File: src/rtl/noc_pkg.sv
// Shared NoC packet definitions used by the PE, the injection queue and the router.
package noc_pkg;

    localparam int X_SIZE      = 2;
    localparam int Y_SIZE      = 2;
    localparam int DATA_WIDTH  = 240;
    localparam int TOTAL_WIDTH = X_SIZE + Y_SIZE + DATA_WIDTH;

    // Head-packet field positions: dest X in the low bits, dest Y above it, payload on top
    localparam int DEST_X_LSB  = 0;
    localparam int DEST_X_MSB  = X_SIZE - 1;
    localparam int DEST_Y_LSB  = X_SIZE;
    localparam int DEST_Y_MSB  = X_SIZE + Y_SIZE - 1;
    localparam int PAYLOAD_LSB = X_SIZE + Y_SIZE;
    localparam int PAYLOAD_MSB = TOTAL_WIDTH - 1;

    // Default injection queue depth
    localparam int INJ_DEPTH   = 4;

    typedef struct packed {
        logic [DATA_WIDTH-1:0] payload;
        logic [Y_SIZE-1:0]     dest_y;
        logic [X_SIZE-1:0]     dest_x;
    } noc_pkt_t;

endpackage

File: src/rtl/noc_sync_fifo.sv
// Synchronous FIFO with valid/ready on both sides. Ready and valid come from
// the registered entry count only, so there is no combinational path from
// m_ready to s_ready and no empty-queue bypass.
module noc_sync_fifo #(
    parameter int WIDTH = noc_pkg::TOTAL_WIDTH,
    parameter int DEPTH = noc_pkg::INJ_DEPTH,
    parameter int AW    = $clog2(DEPTH)
) (
    input  logic             clk,
    input  logic             rstn,
    input  logic [WIDTH-1:0] s_data,
    input  logic             s_valid,
    output logic             s_ready,
    output logic [WIDTH-1:0] m_data,
    output logic             m_valid,
    input  logic             m_ready,
    output logic [AW:0]      count
);

    localparam logic [AW:0] FULL_CNT = DEPTH[AW:0];

    logic [WIDTH-1:0] mem [DEPTH];
    logic [AW-1:0]    wr_ptr;
    logic [AW-1:0]    rd_ptr;
    logic [AW:0]      cnt;
    logic             push;
    logic             pop;

    assign s_ready = (cnt != FULL_CNT);
    assign m_valid = (cnt != '0);
    assign push    = s_valid & s_ready;
    assign pop     = m_valid & m_ready;
    assign m_data  = mem[rd_ptr];
    assign count   = cnt;

    // Packet storage; contents are only meaningful while counted, so no reset
    always_ff @(posedge clk) begin
        if (push) begin
            mem[wr_ptr] <= s_data;
        end
    end

    // Pointers wrap naturally because DEPTH is a power of two
    always_ff @(posedge clk) begin
        if (!rstn) begin
            wr_ptr <= '0;
            rd_ptr <= '0;
            cnt    <= '0;
        end else begin
            if (push) begin
                wr_ptr <= wr_ptr + 1'b1;
            end
            if (pop) begin
                rd_ptr <= rd_ptr + 1'b1;
            end
            case ({push, pop})
                2'b10:   cnt <= cnt + 1'b1;
                2'b01:   cnt <= cnt - 1'b1;
                default: cnt <= cnt;
            endcase
        end
    end

endmodule

File: src/rtl/pe_inject_queue.sv
// Injection queue between a traffic-generator PE and its router's local port.
// Wraps the FIFO and keeps injection statistics for the traffic reports.
module pe_inject_queue #(
    parameter int X_SIZE      = noc_pkg::X_SIZE,
    parameter int Y_SIZE      = noc_pkg::Y_SIZE,
    parameter int DATA_WIDTH  = noc_pkg::DATA_WIDTH,
    parameter int TOTAL_WIDTH = X_SIZE + Y_SIZE + DATA_WIDTH,
    parameter int DEPTH       = noc_pkg::INJ_DEPTH,
    parameter int AW          = $clog2(DEPTH)
) (
    input  logic                   clk,
    input  logic                   rstn,
    input  logic [TOTAL_WIDTH-1:0] s_data,
    input  logic                   s_valid,
    output logic                   s_ready,
    output logic [TOTAL_WIDTH-1:0] m_data,
    output logic                   m_valid,
    input  logic                   m_ready,
    output logic [AW:0]            occupancy,
    output logic [AW:0]            max_occupancy,
    output logic [31:0]            enq_count,
    output logic [31:0]            deq_count,
    output logic [31:0]            stall_cycles
);

    logic        enq;
    logic        deq;
    logic        stall;
    logic [AW:0] occ_next;

    noc_sync_fifo #(
        .WIDTH (TOTAL_WIDTH),
        .DEPTH (DEPTH),
        .AW    (AW)
    ) u_fifo (
        .clk     (clk),
        .rstn    (rstn),
        .s_data  (s_data),
        .s_valid (s_valid),
        .s_ready (s_ready),
        .m_data  (m_data),
        .m_valid (m_valid),
        .m_ready (m_ready),
        .count   (occupancy)
    );

    assign enq   = s_valid & s_ready;
    assign deq   = m_valid & m_ready;
    assign stall = s_valid & ~s_ready;

    // Occupancy after this edge, so the peak tracks the same cycle as the count
    always_comb begin
        occ_next = occupancy;
        case ({enq, deq})
            2'b10:   occ_next = occupancy + 1'b1;
            2'b01:   occ_next = occupancy - 1'b1;
            default: occ_next = occupancy;
        endcase
    end

    // Statistics counters and peak occupancy; 32-bit counters wrap freely
    always_ff @(posedge clk) begin
        if (!rstn) begin
            max_occupancy <= '0;
            enq_count     <= '0;
            deq_count     <= '0;
            stall_cycles  <= '0;
        end else begin
            if (occ_next > max_occupancy) begin
                max_occupancy <= occ_next;
            end
            if (enq) begin
                enq_count <= enq_count + 32'd1;
            end
            if (deq) begin
                deq_count <= deq_count + 32'd1;
            end
            if (stall) begin
                stall_cycles <= stall_cycles + 32'd1;
            end
        end
    end

endmodule

File: config.mk
export PLATFORM = sky130hd
export DESIGN_NAME = pe_inject_queue
export DESIGN_NICKNAME = d
export VERILOG_FILES = /design/src/rtl/noc_pkg.sv /design/src/rtl/noc_sync_fifo.sv /design/src/rtl/pe_inject_queue.sv
export SDC_FILE = /design/constraint.sdc
export NUM_CORES = 1
export LEC_CHECK = 0
export ABC_AREA = 1
export CORE_AREA = 2 2 326 328
export CTS_BUF_LIST = sky130_fd_sc_hd__clkbuf_8
export DETAILED_ROUTE_END_ITERATION = 10
export DIE_AREA = 0 0 328 330
export DONT_BUFFER_PORTS = 1
export GPL_TIMING_DRIVEN = 0
export PLACE_DENSITY_LB_ADDON = 0.2
export SLEW_MARGIN = 20
export SYNTH_ARGS = -nofsm -noshare
export SYNTH_HDL_FRONTEND = slang
export SYNTH_SLANG_ARGS = --single-unit
File: constraint.sdc
create_clock -name clk -period 16.1 [get_ports clk]
set_input_delay 1.61 -clock clk [delete_from_list [all_inputs] [get_ports clk]]
set_output_delay 1.61 -clock clk [all_outputs]
set_load 0.005 [all_outputs]
# Yosys cells after proc, flatten, opt, wreduce, memory -nomap -nowiden
# Memory sizes are Yosys's and may differ from the RTL's. A register that Yosys moved wholly into a read port is not among the register bits.
# Index checks and enable logic that the tools add are counted.
[totals]
reg_bits = 106
ramBits = 976
in_bits = 248
out_inout_bits = 348
wordCells = 29
n_memories = 1
[memory_table]
columns = ["name", "words", "width", "rd", "rd_clocked_by_memory_dff", "wr", "line", "source"]
rows = [
  ["u_fifo.mem", 4, 244, 1, 1, 1, "noc_sync_fifo.sv:22", "logic [WIDTH-1:0] mem [DEPTH];"],
]
[op_classes]
add_sub_neg = 7
order_cmp = 1
eq_ne = 3
n_mux = 5
bitwise_logic = 4
n_reduce_logical = 1
[ops]
columns = ["op", "n"]
rows = [
  ["adder 32 x 1 -> 32 bit, second input constant", 3],
  ["case mux 3 bit (2 select lines)", 1],
  ["adder 2 x 1 -> 2 bit, second input constant", 2],
  ["2-to-1 mux 2 bit", 2],
  ["adder 3 x 1 -> 3 bit, second input constant", 1],
  ["AND 1 bit", 3],
  ["greater-than comparator 3 bit", 1],
  ["inequality test 3 bit, second input constant", 1],
  ["nonzero test 3 bit", 1],
  ["subtractor 3 x 1 -> 3 bit, second input constant", 1],
  ["equality test 2 x 1 -> 1 bit, second input constant", 1],
  ["equality test 2 bit, second input constant", 1],
  ["2-to-1 mux 1 bit", 2],
  ["inverter 1 bit", 1],
]

# Logic depth before layout (Yosys ltp)
[logic_depth]
word_depth = 5
ltp_mapped = 16
ltp_nobuf = 15

# Hierarchy
# From an unflattened synthesis, not the netlist that was laid out.
[hier_totals]
cells_unflattened = 3278
hier_area_um2 = 41738.8
[by_module_without_submodules]
columns = ["module", "n_inst", "cells_each", "area_per_inst_um2", "seq_area_each_um2"]
rows = [
  ["noc_sync_fifo", 1, 2427, 36438.7, 29488.3],
  ["pe_inject_queue", 1, 851, 5300.1, 1981.9],
]

# Worst setup path before layout
# Ideal clock, no wire load.
[synth_path]
path_type = "input to register"
startpoint = "input port s_valid"
endpoint = "memory u_fifo.mem[0][0] in the netlist's numbering (enable)"
setup_ps = 852
arrival_time_ps = 12028
required_ps = 15248
slack_ps = 3220
cell_stages = 3
n_path_buf = 1
path_cell_list = "nand2_2 > buf_2 > nor2_1"
[synth_via]
elab_chain_cells = 3
[synth_lines]
columns = ["item", "line", "source"]
rows = [
  ["from (decl)", "pe_inject_queue.sv:14", "input logic s_valid,"],
  ["AND 1 bit", "noc_sync_fifo.sv:31", "assign push = s_valid & s_ready;"],
  ["2-to-1 mux 1 bit", "noc_sync_fifo.sv:38", "if (push) begin"],
  ["2-to-1 mux 1 bit (not written as such)", "noc_sync_fifo.sv:39", "mem[wr_ptr] <= s_data;"],
  ["to (decl)", "noc_sync_fifo.sv:22", ""],
]
# Every way passes these cells.

==> run summary <==
The flow ran to the end, and the final reports show no timing, DRC or antenna violations. Aggregate global-route resource usage: 21.8%. TritonCTS built the clock tree. At the later pin of the worst-skew pair, clock insertion delay measures 0.89 ns. The weighted congestion reported at the end of routability-driven placement was 0.954. The starting DRC count in detailed routing is 1985. The critical path crosses 5 cells after its start point.

For the total congestion overflow, the log shows 0. Hold timing on the final database bottoms out at a slack of 0.474 ns. The depth of the worst register-to-register path is 16. Counting every net in the synthesized netlist gives 3552.

For the wire length of the first global-routing pass, the log shows 173 mm. For this design the ratio of total power to cell area is 149 nW/µm². Among all flip-flop cells after synthesis, the most frequent one is sky130_fd_sc_hd__edfxtp_1. The transition time at the pin with the least slew margin was 1.10 ns; the largest stage delay on the critical path was 0.87 ns. In the routed layout, each cell is associated on average with a via count of 5.29. Once detail routing completed, the nets flagged for antenna violations numbered 0. The overall die height came out at 330 µm. The worst path required time is 14.49 ns. The nature of the critical path startpoint was a flip-flop. Sequential cells were found to cover 75.4% of the synthesized design area.

The cell taking the most area after synthesis is sky130_fd_sc_hd__edfxtp_1. The critical path's most frequent cell was sky130_fd_sc_hd__clkbuf_1. In this run, post-CTS hold repair placed 0 buffers. The clock drives 1084 sinks.

The cell area after placement is 44800 µm², and the final design instance area without fill is 48100 µm². In this run the horizontal extent of the chip is 328 µm. For this design, the slowest cell found on the critical path is sky130_fd_sc_hd__clkbuf_1. In this run the tightest slew margin relative to its limit is 27.0%. Once the clock tree was built, the setup fixing pass inserted 0 buffers. Setup violations remaining at the end of the flow were counted as 0. Cell family contributing the most delay on the critical path: buffers and inverters. Across the run, the number of max-cap violations was 0. The number of non-filler instances in the completed layout was 5051; the count of flip-flops with a built-in enable after synthesis was 976.

Clock tree synthesis selected as its root buffer the cell sky130_fd_sc_hd__clkbuf_8. For the number of failing hold endpoints at the final stage, the log shows 0. VDD sags by at most 90.5 µV.

The setup check on the worst reg-to-reg path leaves a slack of 12.50 ns. The logs give 25700 for the via count of the first global-routing pass and 39 for the number of distinct standard cells referenced by the synthesized netlist. In this run, post-CTS repair resized a total of 0 instances. The run gives 4 as the H-tree depth. After synthesis, the cell types taking the most area are sky130_fd_sc_hd__edfxtp_1 (70%), sky130_fd_sc_hd__o21ai_0 (6.3%), sky130_fd_sc_hd__nor2_1 (6.0%). For this design the static power due to leakage is 16.0 nW. Clock-pin slew reported for the worst setup and hold paths after clock tree synthesis: 0.06 ns. The critical path start-end classification is reg2out. The run gives 0 as the DRC violation count after routing. During synthesis, Yosys emitted a total of 0 warnings.

The max-slew violation total from the final report was 0; the share of the synthesized area in the top cell type was 70.3%. In this run the critical register-to-register path is launched from u_fifo.count[1]. Setup slack closes at 10.49 ns. After legalization and detailed placement, the total HPWL measured 83.0 mm. In this run the cell area of the synthesized design comes to 41700 µm². The arrival time of data at the critical path endpoint is 4.00 ns.

The floorplan row count is 119, and the average cell area after synthesis is 12.7 µm². Total number of vias: 26700. The longest clock path from root to sink contains 3 buffers. In this run the tool buffered the top-level ports with 0 buffer cells. The design draws 7.15 mW.

Entering global routing, the biggest net connects 24 pins. The number of antenna violations at the first check in global routing was 2. The floorplan step defined a core boundary enclosing 105000 µm². The number of iterations in the first detailed-routing pass was 5; the area enclosed by the die boundary was 108000 µm². The tools report the end point of the critical path as m_data[84]. Counting both buffers and inverters, the worst setup path holds a total of 3.

The final critical-path required period works out to 5.61 ns. The detail-routed net length per standard cell is 24.0 µm. For the final database, setup skew stands at 0.0480 ns. Once placement completed, the tool counted placed cells totaling 4737.

The final core utilization was 46.0%. Endpoint of the worst-slack reg-to-reg timing path: max_occupancy[1]. The signal on the critical path passes through clkinv_1, clkbuf_1, clkbuf_1, o21ai_0, o22ai_1. 596 I/O pins were placed. The initial cell density of the core is 39.9%. The setup slack after placement was 11.23 ns; the aggregate routed wire length was 121 mm. The path class of the tightest hold or removal check is reg2reg. For the number of nets in the finished design, the log shows 3788. The ratio of cells with drive above 1 in the final layout is 9.65%. The number of storage elements in the synthesis netlist is 1084. STA classifies the critical path endpoint as an output port.

Proportion of register bits with asynchronous set or reset after synthesis: 0%. Counting the buffers created by CTS gives 180. Compared with the post-synthesis result, the final layout area differs by 15.3%. The maximum achievable frequency came out at 178 MHz. The logs give 3292 for the number of standard cells after synthesis and 0 ns for the accumulated negative setup slack.

The share of the cycle needed by the critical path after routing came out at 34.9%. Setup repair after global routing left no endpoint under its margin. The largest driver fanout on the critical path works out to 10.
[synth_stat cells, types with 11 or more instances]
library cell               instances
sky130_fd_sc_hd__o22ai_1         244
sky130_fd_sc_hd__nor3_1           32
sky130_fd_sc_hd__inv_1           141
sky130_fd_sc_hd__clkbuf_1        134
sky130_fd_sc_hd__dfxtp_1         108
sky130_fd_sc_hd__ha_1             11
sky130_fd_sc_hd__a21oi_1          46
sky130_fd_sc_hd__nor2_1          663
sky130_fd_sc_hd__buf_2            34
sky130_fd_sc_hd__o21ai_0         524
sky130_fd_sc_hd__nand2_1         214
sky130_fd_sc_hd__nand3_1          66
sky130_fd_sc_hd__edfxtp_1        976
sky130_fd_sc_hd__nand4_1          38
[power by group]
group | switching [mW] | internal (mW) | leakage [nW]
clock network | 1.13 | 1.14 | 1.89
registers | 0.0611 | 3.34 | 9.83
logic | 1.12 | 0.370 | 4.28
[worst min-delay path by stage]
stage                           startpoint          endpoint  cells past startpoint
after floorplan           u_fifo.rd_ptr[1]         flip-flop                      2
after global placement    u_fifo.rd_ptr[1]  u_fifo.rd_ptr[1]                      2
after detailed placement  u_fifo.rd_ptr[1]  u_fifo.rd_ptr[1]                      2
after CTS                 u_fifo.rd_ptr[1]         flip-flop                      2
after global routing      u_fifo.rd_ptr[0]  u_fifo.rd_ptr[0]                      1
final                     u_fifo.rd_ptr[1]  u_fifo.rd_ptr[1]                      2
[per-layer routing]
metal	GRT usage (%)	wire length [µm]	up-vias
met1	26.0	47400	13100
met5	0	0	-
met4	7.16	3230	0
li1	-	-	12500
met3	8.42	11400	202
met2	36.1	59100	955
[kinds of logic (layout without fill, tap and decap cells)]
| family | Yosys count | after routing | share of synthesized area [%] |
|---|---|---|---|
| flip-flops | 1084 | 1084 | 75.4 |
| buffers and inverters | 321 | 686 | 3.04 |
| AO/OA/AOI/OAI | 825 | 825 | 10.7 |
| AND/OR/NAND/NOR | 1044 | 1044 | 10.3 |
| adder cells (fa/ha/maj) | 12 | 12 | 0.378 |
| other | 0 | 3 | 0 |
| XOR/XNOR | 6 | 6 | 0.126 |
[registers in the layout (all words and copies together) (netlist names), named ones only]
name	cells
enq_count	32
u_fifo.mem	976
u_fifo.wr_ptr	2
max_occupancy	3
u_fifo.count	3
u_fifo.rd_ptr	2
deq_count	32
stall_cycles	32
[cell type report]
cell class	instances	area, µm²
Tap cell	1391	1740
Clock buffer	190	2620
Fill cell	9369	56600
Sequential cell	1084	31500
Antenna cell	3	7.51
Timing Repair Buffer	54	1280
Buffer	175	721
Inverter	146	548
Clock inverter	121	729
Multi-Input combinational cell	1887	9010
[worst register-to-register path, delay by kind of cell (launching register included)]
kind | cells | cell delay (ns)
buffers and inverters | 2 | 0.47
adders and majority gates | 3 | 1.01
and+or+nand+nor | 5 | 0.66
DFF | 1 | 0.55
AOI/OAI and AO/OA | 5 | 0.67
xor gates and xnor gates | 1 | 0.17
[cells in the final DEF, fill, tap and decap left out, drive strengths merged]
cell type / n
bufinv: 2
o22ai: 244
and2: 1
o31ai: 1
diode: 3
ha: 11
dfxtp: 108
a21oi: 47
a31oi: 1
nor3: 37
clkinvlp: 4
nor3b: 2
nand3b: 2
xnor2: 2
xor2: 4
inv: 205
fa: 1
nand4: 38
nand3: 68
clkinv: 56
a21boi: 1
clkbuf: 324
o21bai: 5
edfxtp: 976
buf: 95
nand2: 218
o21ai: 524
and3: 3
o21a: 2
nor2: 675
Note: power is estimated with default switching activity, not from simulation.
